===== config.mk =====
export PLATFORM = sky130hd
export DESIGN_NAME = rr_arb2_stream
export DESIGN_NICKNAME = d
export VERILOG_FILES = /design/src/rtl/rr_arb2_stream_pkg.sv /design/src/rtl/rr_arb2_stream_mux2_1.sv /design/src/rtl/rr_arb2_stream.sv
export SDC_FILE = /design/constraint.sdc
export NUM_CORES = 1
export LEC_CHECK = 0
export ABC_AREA = 1
export CAP_MARGIN = 30
export CORE_UTILIZATION = 39
export CTS_BUF_LIST = sky130_fd_sc_hd__clkbuf_4
export CTS_CLUSTER_SIZE = 8
export DETAILED_ROUTE_END_ITERATION = 8
export PLACE_DENSITY_LB_ADDON = 0.05
export REMOVE_ABC_BUFFERS = 1
export SETUP_SLACK_MARGIN = 0.02
export SYNTH_ARGS = -nofsm -noshare
export SYNTH_HDL_FRONTEND = slang
export SYNTH_SLANG_ARGS = --single-unit

===== constraint.sdc =====
create_clock -name clk -period 1.3 [get_ports clk]
set_input_delay 0.195 -clock clk [delete_from_list [all_inputs] [get_ports clk]]
set_output_delay 0.195 -clock clk [all_outputs]
set_load 0.005 [all_outputs]

===== src/rtl/rr_arb2_stream_pkg.sv =====
// Shared definitions for the two-input round-robin stream arbiter.
// Holds the grant function so the bench-facing RTL stays small.
package rr_arb2_stream_pkg;

  // Priority pointer value after reset: source 0 wins the first tie.
  localparam logic LAST_RESET = 1'b1;

  // Round-robin grant: on a tie the source opposite to the previous winner
  // wins. With no requester the grant holds at the previous winner.
  function automatic logic rr_grant(input logic v0, input logic v1, input logic last);
    logic g;
    g = last;
    if (v0 && v1)  g = ~last;
    else if (v0)   g = 1'b0;
    else if (v1)   g = 1'b1;
    return g;
  endfunction

endpackage


===== src/rtl/rr_arb2_stream_mux2_1.sv =====
// One-bit 2:1 mux slice steered by the arbiter grant.
module mux2_1 (
  input  logic a,
  input  logic b,
  input  logic s,
  output logic y
);

  assign y = s ? b : a;

endmodule


===== src/rtl/rr_arb2_stream.sv =====
// Two-input round-robin stream arbiter feeding a one-deep output register.
// The grant steers a bank of mux2_1 slices that select the winning word.
module rr_arb2_stream
  import rr_arb2_stream_pkg::*;
#(
  parameter int WIDTH = 8
) (
  input  logic             clk,
  input  logic             rst,
  input  logic             i0_valid,
  input  logic [WIDTH-1:0] i0_data,
  output logic             i0_ready,
  input  logic             i1_valid,
  input  logic [WIDTH-1:0] i1_data,
  output logic             i1_ready,
  output logic             s,
  output logic             out_valid,
  output logic [WIDTH-1:0] out_data,
  output logic             out_src,
  input  logic             out_ready
);

  logic             last;
  logic             load_en;
  logic             xfer;
  logic [WIDTH-1:0] mux_y;

  assign load_en = !out_valid || out_ready;
  assign s       = rr_grant(i0_valid, i1_valid, last);

  // Readies are gated by rst so nothing is accepted while reset is held.
  assign i0_ready = !rst && load_en && i0_valid && (s == 1'b0);
  assign i1_ready = !rst && load_en && i1_valid && (s == 1'b1);
  assign xfer     = i0_ready || i1_ready;

  for (genvar k = 0; k < WIDTH; k++) begin : g_mux
    mux2_1 u_mux (
      .a (i0_data[k]),
      .b (i1_data[k]),
      .s (s),
      .y (mux_y[k])
    );
  end

  // NOTE: sequential state uses non-blocking assignments so every register
  // samples pre-edge values, independent of statement order.
  always_ff @(posedge clk or posedge rst) begin
    if (rst) begin
      out_valid <= 1'b0;
      out_data  <= '0;
      out_src   <= 1'b0;
      last      <= LAST_RESET;
    end else if (xfer) begin
      out_valid <= 1'b1;
      out_data  <= mux_y;
      out_src   <= s;
      last      <= s;
    end else if (out_ready) begin
      // Drain with no refill: data and source are held for observability.
      out_valid <= 1'b0;
    end
  end

endmodule


Word-level counts from Yosys, hierarchy flattened
Index checks and enable logic that the tools add are counted.
{ "totals": {"out_inout_bits": 13, "register_bits": 11, "wordCells": 30} }
{ "op_classes": {"n_mux": 13, "bitwise": 2, "reduce_logical": 11} }
{ "ops": {"columns": ["op", "n"], "rows": [
  ["1-bit 2-to-1 mux", 13],
  ["1-bit logical AND", 6],
  ["1-bit logical NOT", 2],
  ["1-bit logical OR", 2],
  ["1-bit inverter", 2],
  ["2-bit nonzero test", 1]
]} }

Logic depth before layout (Yosys ltp)
{ "depth": {"word_depth": 7, "depth_mapped": 6} }

By module
From an unflattened synthesis, not the netlist that was laid out.
{ "unflattened": {"hier_cells": 87, "hier_area_um2": 593.1} }
{ "modules_own_cells": {"columns": ["mod", "area_per_inst_um2", "cells_each", "seq_area_each_um2", "instances"], "rows": [
  ["rr_arb2_stream", 473.0, 55, 276.5, 1],
  ["mux2_1", 15.0, 4, 0.0, 8]
]} }

Worst setup path after synthesis
OpenSTA, ideal clock, no wires.
{ "synth_path": {"path_type": "register to output", "from": "register last", "to": "output port i1_ready", "path_stages_with_launch": 5, "arrival_ns": 0.955, "path_buffers": 0, "setup_slack_ns": 0.150, "t_required_ns": 1.105, "cell_sequence": "dfstp_2 -> nand2_2 -> nand2_2 -> nand4_1 -> inv_1"} }
{ "synth_via": {"elab_chain_len": 4} }
{ "synth_rtl": {"columns": ["element", "line_no", "source"], "rows": [
  ["from (decl)", "rr_arb2_stream.sv:23", "logic last;"],
  ["from (signal assigned)", "rr_arb2_stream.sv:57", "last <= s;"],
  ["1-bit 2-to-1 mux", "rr_arb2_stream_pkg.sv:15", "else if (v1) g = 1'b1;"],
  ["1-bit 2-to-1 mux", "rr_arb2_stream_pkg.sv:14", "else if (v0) g = 1'b0;"],
  ["1-bit 2-to-1 mux *", "rr_arb2_stream_pkg.sv:13", "if (v0 && v1) g = ~last;"],
  ["net s", "rr_arb2_stream.sv:16", "output logic s,"],
  ["1-bit logical AND *", "rr_arb2_stream.sv:33", "assign i1_ready = !rst && load_en && i1_valid && (s == 1'b1);"],
  ["to (decl)", "rr_arb2_stream.sv:15", "output logic i1_ready,"]
]} }
The timed path passes the listed nets; every way through them passes the cells marked *.

Final worst setup path
{ "layout_path": {"from": "register last", "to": "output port i0_ready"} }
{ "layout_via": {"elab_chain_len": 5} }
{ "layout_rtl": {"columns": ["element", "line_no", "source"], "rows": [
  ["1-bit 2-to-1 mux", "rr_arb2_stream_pkg.sv:15", null],
  ["1-bit 2-to-1 mux", "rr_arb2_stream_pkg.sv:14", null],
  ["1-bit 2-to-1 mux *", "rr_arb2_stream_pkg.sv:13", null],
  ["1-bit inverter *", "rr_arb2_stream.sv:32", "assign i0_ready = !rst && load_en && i0_valid && (s == 1'b0);"],
  ["1-bit logical AND *", "rr_arb2_stream.sv:32", null],
  ["to (decl)", "rr_arb2_stream.sv:12", "output logic i0_ready,"]
]} }
Every way passes the cells marked *; elsewhere a longest branch is shown, timed or not.

==> results.toml <==
[run_status]
outcome = "finished, violations left"
violations = "negative setup slack"

[setup_path]
r2r_start = "last"
r2r-end = "out_data[3]"
crit_fanout = 3
start_kind = "flip-flop"
cp.required_ns = 1.11
worst_setup_path_end_kind = "primary output"
cp.arrival_ns = 1.36
path_class = "reg2out"
reg2reg_slack_ns = 0.09
r2r_cells = 7

[clocking]
cts_buffer_depth = 2
cts_tree = "built"
cts-root-buf = "clkbuf_4"
cts_sinks = 11
h-tree-depth = 1
clkSlewWorstSetupHoldPaths_ns = 0.07
numCtsBuffers = 3
insertion_delay_ns = 0.25

[synthesis]
ys.flop_type = "dfrtp_1"
ys_types = 11
synth_most_common_cell = "nand2_1"
synth_mux_area_share_pct = 0
yosys-top-cells-area = "dfrtp_1 (41%), nand3_1 (22%), nand2_1 (17%), nand2_2 (5.1%), dfstp_2 (4.3%)"
synth_xor_area_share_pct = 0
synth-seq-cells = 11
avgSynthCellArea_sq_um = 7.36
syn_inst = 83
synth_top_family_by_area = "simple AND/OR/NAND/NOR gates"
synth_compound_area_share_pct = 0
async_flop_share_pct = 100
yosys-top-cells-count = "nand2_1 (28), nand3_1 (27), dfrtp_1 (10), nand2_2 (5), inv_1 (4)"
synth_largest_area_cell = "dfrtp_1"
synth-simple-area-share_pct = 49.4
synth_seq_area_share_pct = 45.3
synth-edff-count = 0
synth-adder-area-share_pct = 0
netlist.area_leader.share_pct = 41.0
synth_warnings = 0
netlist_area_sq_um = 611

[job]
cap_violations = 0

[timing]
maxSlewHeadroom_pct = 86.9
setup_viol = 3
fin_skew_ns = 0.00518
slew_viol_final = 0
finalCriticalPeriod_ns = 1.56
clock.fmax_ghz = 0.641
rsz0062_at_grt = "yes"
hold_violations = 0
period_share_pct = 120
finalSetupTns_ns = -0.695
worst_slack_ns = -0.260
worst_pin_slew_ns = 0.196

[worst_hold_path]
min_path_type = "in2async"

[pwr]
leakage_nw = 0.617
p_seq_share_pct = 37.2
clock_power_share_pct = 19.4
switching_share_pct = 31.6
p_int_uw = 849
powerDensity_nw_per_um2 = 1100
p_total_mw = 1.24
combPwrFrac_pct = 43.4
peakVddDrop_v = 0.00112
power.switching_uw = 391

[grt]
groute.usage.overall_pct = 23.5
grt_pass1_vias = 698
grt_overflow = 0
grt_start_max_net_pins = 13
grt_pass1_wl_um = 3170
antenna_found_initial = 0

[layout]
instances_no_fill = 148
antenna_cells = 0
final_cell_area_sq_um = 1130
drive_gt1_share_pct = 30.8
area_growth_pct = 85.5
final.fill_count = 107
nets = 155

[floorplanning]
die_w_um = 41.6
pin_count = 34
start_util_pct = 44.2
dieArea_sq_um = 1730
rows = 13
die_y_um = 41.6
core_area_sq_um = 1380

[route]
drt-vias-per-instance = 5.03
finalWirelength_um = 1990
final_antenna_net_count = 0
remaining_drc_errors = 0
drt-initial-drc-count = 10
dr.pass1.iters = 4
vias = 744
wl_per_cell_um = 13.4

[placed_design]
dpl_cell_area_sq_um = 1040
dp_hpwl_um = 1460
io_buffers = 33
gp_congestion = 0.837
placed_cells = 141
registers in the layout (all words and copies together), names as in the netlist:
name and count:
last 1, out_data 8, out_valid 1, out_src 1
timing repair:
item,in CTS,in global routing
setup endpoints to repair,15,11
gates resized for setup,29,10
pin swaps,7,4
hold buffers,0,0
setup buffers,7,3
stage by stage:
step                      setup WS [ns]  hold WS (ns)  utilization [%]
after global placement           -0.460         0.493             75.2
after global routing             -0.311         0.310             81.9
final                            -0.260         0.282             81.9
after CTS                        -0.211         0.304             79.4
after detailed placement         -0.521         0.495             75.2
after floorplan                   0.150       0.00793                -
area by class of cell:
type / count / area, sq um / share of cell area [%]
timing repair buffer: 48 / 424 / 37.5
sequential: 11 / 277 / 24.4
multi-input combinational: 64 / 360 / 31.8
inverter: 6 / 22.5 / 1.99
tap: 15 / 18.8 / 1.66
clock buffer: 4 / 30.0 / 2.65
logic make-up (layout without fill, tap and decap cells):
logic type | Yosys count | in the layout
and+or+nand+nor | 64 | 64
buffers and inverters | 8 | 58
DFF | 11 | 11
per-layer routing:
layer	vias to the layer above	share of wire, %	global-route usage (%)
met3	8	3.7	1.74
met5	-	0	0
met4	0	3.4	7.74
li1	376	-	-
met2	29	48	37.8
met1	331	45	33.5
power groups by stage:
stage / clock, mW / combinational (mW) / sequential [mW]
2_1_floorplan: 0 / 0.183 / 0.474
4_1_cts: 0.245 / 0.510 / 0.460
3_5_place_dp: 0 / 0.511 / 0.472
5_1_grt: 0.257 / 0.584 / 0.469
6_report: 0.240 / 0.539 / 0.461
3_3_place_gp: 0 / 0.498 / 0.468
worst max-delay path: stages, from the launching register on:
cell     delay, ns
dfstp_2       0.58
inv_2         0.05
nand2_2       0.08
nand2_2       0.08
buf_4         0.13
nor2_1        0.08
buf_2         0.12
layout by cell type (no fill, tap or decap), drive strengths merged:
cell type | Yosys | layout
nand3 | 29 | 29
nand4 | 1 | 1
clkbuf | 0 | 4
nand2 | 33 | 33
nor2 | 1 | 1
clkdlybuf4s50 | 0 | 19
dfstp | 1 | 1
inv | 6 | 6
dlygate4sd2 | 0 | 11
dfrtp | 10 | 10
buf | 2 | 18
worst max-delay path by stage:
| stage | startpoint | endpoint | slack, ns | cells after the start |
|---|---|---|---|---|
| floorplan | last | i1_ready | 0.15 | 4 |
| global placement | i1_valid | i1_ready | -0.46 | 6 |
| detailed placement | i1_valid | i1_ready | -0.52 | 6 |
| CTS | last | i1_ready | -0.21 | 6 |
| global route | last | i1_ready | -0.31 | 5 |
| finish | last | i0_ready | -0.26 | 6 |
No activity file was read; power rests on OpenSTA's default activity.
